**config.mk**
```make
export PLATFORM = sky130hd
export DESIGN_NAME = fwd_operand_stage
export DESIGN_NICKNAME = d
export VERILOG_FILES = /design/src/rtl/fwd_pkg.sv /design/src/rtl/fwd_select.sv /design/src/rtl/fwd_operand_stage.sv
export SDC_FILE = /design/constraint.sdc
export NUM_CORES = 1
export LEC_CHECK = 0
export CAP_MARGIN = 30
export CORE_AREA = 2 2 119 121
export CTS_BUF_LIST = sky130_fd_sc_hd__clkbuf_2 sky130_fd_sc_hd__clkbuf_4 sky130_fd_sc_hd__clkbuf_8
export CTS_CLUSTER_SIZE = 10
export DETAILED_ROUTE_END_ITERATION = 7
export DIE_AREA = 0 0 121 123
export PLACE_DENSITY = 0.9
export SETUP_SLACK_MARGIN = 0.3
export SYNTH_ARGS = -nofsm -noshare
export SYNTH_HDL_FRONTEND = slang
export SYNTH_SLANG_ARGS = --single-unit
```
**constraint.sdc**
```tcl
create_clock -name clk -period 7.32 [get_ports clk]
set_input_delay 1.464 -clock clk [delete_from_list [all_inputs] [get_ports clk]]
set_output_delay 1.464 -clock clk [all_outputs]
set_load 0.01 [all_outputs]
```
**src/rtl/fwd_pkg.sv**
```systemverilog
// Shared definitions for the ID/EX operand stage: forwarding select codes,
// hazard FSM states and stall counter width.
package fwd_pkg;

  localparam logic [1:0] FWD_REG   = 2'b00;
  localparam logic [1:0] FWD_EXMEM = 2'b01;
  localparam logic [1:0] FWD_MEMWB = 2'b10;

  // Wide enough for the longest load-use stall (7 bubbles).
  localparam int CNT_W = 3;

  typedef enum logic {
    RUN   = 1'b0,
    STALL = 1'b1
  } state_e;

endpackage

```
**src/rtl/fwd_select.sv**
```systemverilog
// One operand's forwarding decision: index compare against EX/MEM and MEM/WB,
// priority select and the DATA_W 3:1 operand mux.
module fwd_select
  import fwd_pkg::*;
#(
  parameter int DATA_W = 32,
  parameter int REG_AW = 5
) (
  input  logic              ex_valid,
  input  logic [REG_AW-1:0] ex_rs,
  input  logic [DATA_W-1:0] ex_op,
  input  logic [REG_AW-1:0] exmem_rd,
  input  logic              exmem_reg_write,
  input  logic [DATA_W-1:0] exmem_result,
  input  logic [REG_AW-1:0] memwb_rd,
  input  logic              memwb_reg_write,
  input  logic [DATA_W-1:0] memwb_result,
  output logic [1:0]        sel,
  output logic [DATA_W-1:0] operand
);

  logic exmem_hit;
  logic memwb_hit;

  // Register 0 is hard-zero, so a write to it never produces a forward.
  assign exmem_hit = ex_valid && exmem_reg_write && (exmem_rd != '0) && (exmem_rd == ex_rs);
  assign memwb_hit = ex_valid && memwb_reg_write && (memwb_rd != '0) && (memwb_rd == ex_rs);

  always_comb begin
    // NOTE: every output of a combinational block gets a default first so no path infers a latch.
    sel     = FWD_REG;
    operand = ex_op;
    if (exmem_hit) begin
      sel     = FWD_EXMEM;
      operand = exmem_result;
    end else if (memwb_hit) begin
      sel     = FWD_MEMWB;
      operand = memwb_result;
    end
  end

endmodule

```
**src/rtl/fwd_operand_stage.sv**
```systemverilog
// ID/EX operand stage: registers source operands, forwards from EX/MEM and
// MEM/WB, and stalls on load-use hazards. FWD_STATS_EN adds event counters.
module fwd_operand_stage
  import fwd_pkg::*;
#(
  parameter int DATA_W         = 32,
  parameter int REG_AW         = 5,
  parameter int NUM_SRC        = 2,
  parameter int LOAD_STALL_CYC = 1
) (
  input  logic                        clk,
  input  logic                        rst_n,
  input  logic                        id_valid,
  input  logic [NUM_SRC*REG_AW-1:0]   id_rs,
  input  logic [NUM_SRC*DATA_W-1:0]   id_rdata,
  input  logic [REG_AW-1:0]           id_rd,
  input  logic                        id_reg_write,
  input  logic                        id_mem_read,
  input  logic                        flush,
  input  logic [REG_AW-1:0]           exmem_rd,
  input  logic                        exmem_reg_write,
  input  logic [DATA_W-1:0]           exmem_result,
  input  logic [REG_AW-1:0]           memwb_rd,
  input  logic                        memwb_reg_write,
  input  logic [DATA_W-1:0]           memwb_result,
  output logic                        stall,
  output logic                        ex_valid,
  output logic [REG_AW-1:0]           ex_rd,
  output logic                        ex_reg_write,
  output logic                        ex_mem_read,
  output logic [NUM_SRC*2-1:0]        ex_fwd_sel,
  output logic [NUM_SRC*DATA_W-1:0]   alu_in,
  output logic [31:0]                 stat_fwd_cnt,
  output logic [31:0]                 stat_stall_cnt
);

  state_e                      state_q, state_d;
  logic [CNT_W-1:0]            cnt_q, cnt_d;
  logic [NUM_SRC*REG_AW-1:0]   ex_rs_q;
  logic [NUM_SRC*DATA_W-1:0]   ex_op_q;
  logic [NUM_SRC*DATA_W-1:0]   id_op;
  logic                        rs_match;
  logic                        hazard;
  logic                        bubble;

  always_comb begin
    rs_match = 1'b0;
    for (int k = 0; k < NUM_SRC; k++) begin
      if (id_rs[k*REG_AW +: REG_AW] == ex_rd) rs_match = 1'b1;
    end
  end

  assign hazard = id_valid && ex_valid && ex_mem_read && (ex_rd != '0) && rs_match;

  // A result retiring this cycle is not yet visible in the register file read.
  always_comb begin
    id_op = id_rdata;
    for (int k = 0; k < NUM_SRC; k++) begin
      if (memwb_reg_write && (memwb_rd != '0) && (memwb_rd == id_rs[k*REG_AW +: REG_AW]))
        id_op[k*DATA_W +: DATA_W] = memwb_result;
    end
  end

  always_comb begin
    state_d = state_q;
    cnt_d   = cnt_q;
    stall   = 1'b0;
    if (flush) begin
      state_d = RUN;
      cnt_d   = '0;
    end else begin
      case (state_q)
        RUN: begin
          if (hazard) begin
            stall = 1'b1;
            if (LOAD_STALL_CYC > 1) begin
              state_d = STALL;
              cnt_d   = CNT_W'(LOAD_STALL_CYC - 1);
            end
          end
        end
        STALL: begin
          stall = 1'b1;
          cnt_d = cnt_q - CNT_W'(1);
          if (cnt_q == CNT_W'(1)) state_d = RUN;
        end
        default: begin
          state_d = RUN;
          cnt_d   = '0;
        end
      endcase
    end
  end

  assign bubble = flush || stall || !id_valid;

  always_ff @(posedge clk or negedge rst_n) begin
    if (!rst_n) begin
      state_q      <= RUN;
      cnt_q        <= '0;
      ex_valid     <= 1'b0;
      ex_rd        <= '0;
      ex_reg_write <= 1'b0;
      ex_mem_read  <= 1'b0;
      ex_rs_q      <= '0;
      ex_op_q      <= '0;
    end else begin
      // NOTE: non-blocking assignments keep every register sampling pre-edge values.
      state_q <= state_d;
      cnt_q   <= cnt_d;
      ex_rs_q <= id_rs;
      ex_op_q <= id_op;
      if (bubble) begin
        ex_valid     <= 1'b0;
        ex_rd        <= '0;
        ex_reg_write <= 1'b0;
        ex_mem_read  <= 1'b0;
      end else begin
        ex_valid     <= 1'b1;
        ex_rd        <= id_rd;
        ex_reg_write <= id_reg_write;
        ex_mem_read  <= id_mem_read;
      end
    end
  end

  for (genvar k = 0; k < NUM_SRC; k++) begin : g_src
    fwd_select #(
      .DATA_W (DATA_W),
      .REG_AW (REG_AW)
    ) u_sel (
      .ex_valid        (ex_valid),
      .ex_rs           (ex_rs_q[k*REG_AW +: REG_AW]),
      .ex_op           (ex_op_q[k*DATA_W +: DATA_W]),
      .exmem_rd        (exmem_rd),
      .exmem_reg_write (exmem_reg_write),
      .exmem_result    (exmem_result),
      .memwb_rd        (memwb_rd),
      .memwb_reg_write (memwb_reg_write),
      .memwb_result    (memwb_result),
      .sel             (ex_fwd_sel[k*2 +: 2]),
      .operand         (alu_in[k*DATA_W +: DATA_W])
    );
  end

`ifdef FWD_STATS_EN
  always_ff @(posedge clk or negedge rst_n) begin
    if (!rst_n) begin
      stat_fwd_cnt   <= '0;
      stat_stall_cnt <= '0;
    end else begin
      if ((|ex_fwd_sel) && (stat_fwd_cnt != '1)) stat_fwd_cnt <= stat_fwd_cnt + 32'd1;
      if (stall && (stat_stall_cnt != '1))       stat_stall_cnt <= stat_stall_cnt + 32'd1;
    end
  end
`else
  assign stat_fwd_cnt   = '0;
  assign stat_stall_cnt = '0;
`endif

endmodule

```
==> reports/results.tsv <==
stage	metric	value	unit
run_status	status	complete, no violations	
yosys	Post-synth top cells	nand2_1, dfrtp_1, nor2_1	
yosys	top-area cell type share of the netlist area	39.0	%
worst_setup_path	Arr. time, crit path	4.72	ns
finish	Layout Utilization	58.1	%
yosys	EDFF count, synth	0	
finish	nets@finish	995	
timing	fin crit period	6.18	ns
routing	first-pass detailed-route iteration total	4	
timing	Final period util	84.5	%
power	Power Density	140	nW/um2
clocking	CTS max path bufs	2	
global_routing	Total Routing Usage GR	21.4	%
routing	antenna-violating nets left	0	
yosys	Most used DFF post-synth	dfrtp_1	
routing	routed len/inst	15.8	um
floorplan	core box area	13600	um2
worst_setup_path	crit-path cells	clkdlybuf4s50_1, or4_4, o211ai_2, or3_1, buf_4, nand2_1, a31oi_1, clkdlybuf4s50_1	
clocking	clk_lat worst skew	0.36	ns
worst_setup_path	CP most frequent cell	clkdlybuf4s50_1	
routing	vias per cell	4.89	
timing	setup TNS	0	ns
timing	max frequency	162	MHz
worst_setup_path	Max FO, Critical Path	17	
finish	fillers	1183	
global_routing	GRT overflow	0	
floorplan	initial core utilization	40.5	%
finish	footprint of the multi-input gates	2810	um2
global_routing	antenna violations before repair	0	
yosys	YS warnings	0	
yosys	Post-Syn Area	5520	um2
power	leak pwr	3.35	nW
worst_hold_path	worst hold path class	flip-flop to flip-flop	
clocking	CTS tree	done	
yosys	top post-synthesis cells by area	dfrtp_1, mux2_2, buf_4, nand2_1, a31oi_1	
worst_setup_path	CP Capture Type	primary output	
timing	Slew Viols, Final	0	
worst_setup_path	Top Family by Delay on Critical Path	buffers and inverters	
routing	DR vias	4973	
yosys	Synth area leader	dfrtp_1	
finish	layout cell share with drive strength beyond 1	12.1	%
clocking	Clock Root Buffer	clkbuf_8	
clocking	post-CTS setup buffer count	0	
floorplan	Rows	43	
routing	initial detailed-routing violation count	208	
clocking	H-tree depth	3	
timing	RSZ-0062 raised after global routing	false	
finish	ant diodes	0	
yosys	FF+latch count, synth	86	
clocking	clock sinks	86	
routing	drt total wl	16100	um
yosys	Synth cell types	32	
place	buffers added on ports	237	
worst_setup_path	CP max-delay cell	or4_4	
finish	P&R area growth vs syn	43.3	%
place	Placer Congestion	0.858	
clocking	post-CTS resize count	0	
clocking	total CTS buffers	9	
global_routing	GR Layer Usage met3	6.32	%
timing	setup violators final	0	
power	maximum VDD drop	117	uV
worst_setup_path	worst stage delay on the critical path	0.62	ns
floorplan	die area	14900	um2
timing	slew of the pin with the lowest slew margin	0.696	ns
floorplan	Die Y	123	um
place	DP HPWL	12300	um
worst_setup_path	r2r setup slk	5.84	ns
yosys	syn_area_per_cell	9.05	um2
timing	Layout Skew	0.00253	ns
finish	register area	2150	um2
clocking	hold buffer count at cts	0	
global_routing	pin count of the biggest net entering global routing	50	
clocking	register clock-pin slew on the reported worst setup and hold paths	0.09	ns
yosys	Cells after Synth	610	
timing	Max transition margin	53.6	%
global_routing	first-pass GRT wire length	24600	um
floorplan	# IOs	302	
global_routing	grt met2 use	39.9	%
yosys	count leader, synth	nand2_1	
worst_setup_path	Crit Path Class	primary input to primary output	
routing	Residual DRC	0	
worst_setup_path	Worst EP required	5.86	ns
timing	final number of hold-violating endpoints	0	
worst_setup_path	CP Launch Type	primary input	
global_routing	number of global-route vias before repair	4842	
global_routing	GRT met1 Usage	23.8	%
floorplan	Die X	121	um
worst_setup_path	worst path bufs/invs	3	
yosys	register area share after synthesis	39.0	%
yosys	async set-reset flop share out of synthesis	100	%
global_routing	GR peak layer	met2	
job	max cap viols	0	
state kept, by name, indices dropped and copies added (netlist names):
register / count
ex_op_q: 64
ex_rs_q: 10
ex_rd: 5
cnt_q: 3
ex_mem_read: 1
ex_reg_write: 1
ex_valid: 1
state_q: 1
metal layers:
| metal | routed length (um) | vias up | share of wire [%] |
|---|---|---|---|
| li1 | - | 2352 | - |
| met1 | 5840 | 2375 | 36 |
| met2 | 8680 | 225 | 54 |
| met3 | 1350 | 21 | 8.4 |
| met4 | 198 | 0 | 1.2 |
| met5 | 0 | - | 0 |
power breakdown:
part / leakage (nW) / switching, W / total, W / internal [W]
Clock: 0.0995 / 0.000178 / 0.000320 / 0.000142
Combinational: 2.23 / 0.000115 / 0.000280 / 0.000165
Sequential: 1.03 / 0.0000105 / 0.000510 / 0.000500
area by class of cell:
cell class                      instances  area share (%)
Multi-Input combinational cell        478            35.5
Timing Repair Buffer                  253            31.9
Sequential cell                        86            27.2
Tap cell                              180            2.85
Clock buffer                           11            1.91
Clock inverter                          5           0.411
Inverter                                4           0.190
path summary, 6_finish.rpt:
check | cells past startpoint | endpoint | startpoint
max in group asynchronous | 2 | ex_op_q[10]$_DFF_PN0_ | rst_n
setup reg to reg | 5 | ex_rd[0]$_DFF_PN0_ | ex_rd[4]$_DFF_PN0_
hold / removal | 2 | cnt_q[2]$_DFFE_PN0P_ | cnt_q[2]$_DFFE_PN0P_
min in group asynchronous | 1 | ex_op_q[19]$_DFF_PN0_ | rst_n
hold reg to reg | 2 | cnt_q[2]$_DFFE_PN0P_ | cnt_q[2]$_DFFE_PN0P_
setup / recovery | 8 | alu_in[37] | memwb_rd[1]
cell usage in the layout (no fill, tap or decap), types with 2 or more instances in the layout:
master / count
mux2_1: 4
xnor2_1: 31
inv_1: 4
a21oi_1: 2
conb_1: 64
xor2_1: 11
nor2b_1: 2
clkinv_2: 3
nand4_1: 2
buf_6: 3
mux2_2: 61
and3_1: 7
nand2_1: 133
nor4_4: 2
buf_4: 13
nor3_1: 3
nor2_1: 71
or3_1: 3
clkdlybuf4s50_1: 236
ha_1: 2
dfrtp_1: 86
nor3_2: 2
a31oi_1: 64
nand3_1: 7
clkbuf_8: 11
kinds of logic (layout without fill, tap and decap cells):
group	count (synthesis)	after routing	share of synthesized area (%)
XOR/XNOR	42	42	6.67
other	1	64	0.0679
buffers and inverters	109	273	14.5
flip-flops	86	86	39.0
adder cells (fa/ha/maj)	2	2	0.453
AND/OR/NAND/NOR	235	235	17.8
multiplexers	65	65	13.3
AO/OA/AOI/OAI	70	70	8.25
metrics by stage:
step	hold slack [ns]	setup slack [ns]	total power (W)	instances	cell area (um2)
floorplan	0.505	2.83	0.000650	673	5760
CTS	0.559	1.12	0.00112	1017	7910
global route	0.578	0.939	0.00117	1017	7910
finish	0.556	1.14	0.00111	1017	7910
detailed placement	0.542	1.12	0.000800	1001	7720
global placement	0.527	1.20	0.000792	997	7660
worst reg2reg max path: cells and delay by family (launching register included):
kind,cells,cell delay (ns)
simple gates,2,0.33
flops,1,0.44
compound gates,2,0.51
xor+xnor,1,0.14
Power figures use the tool's default switching activity.
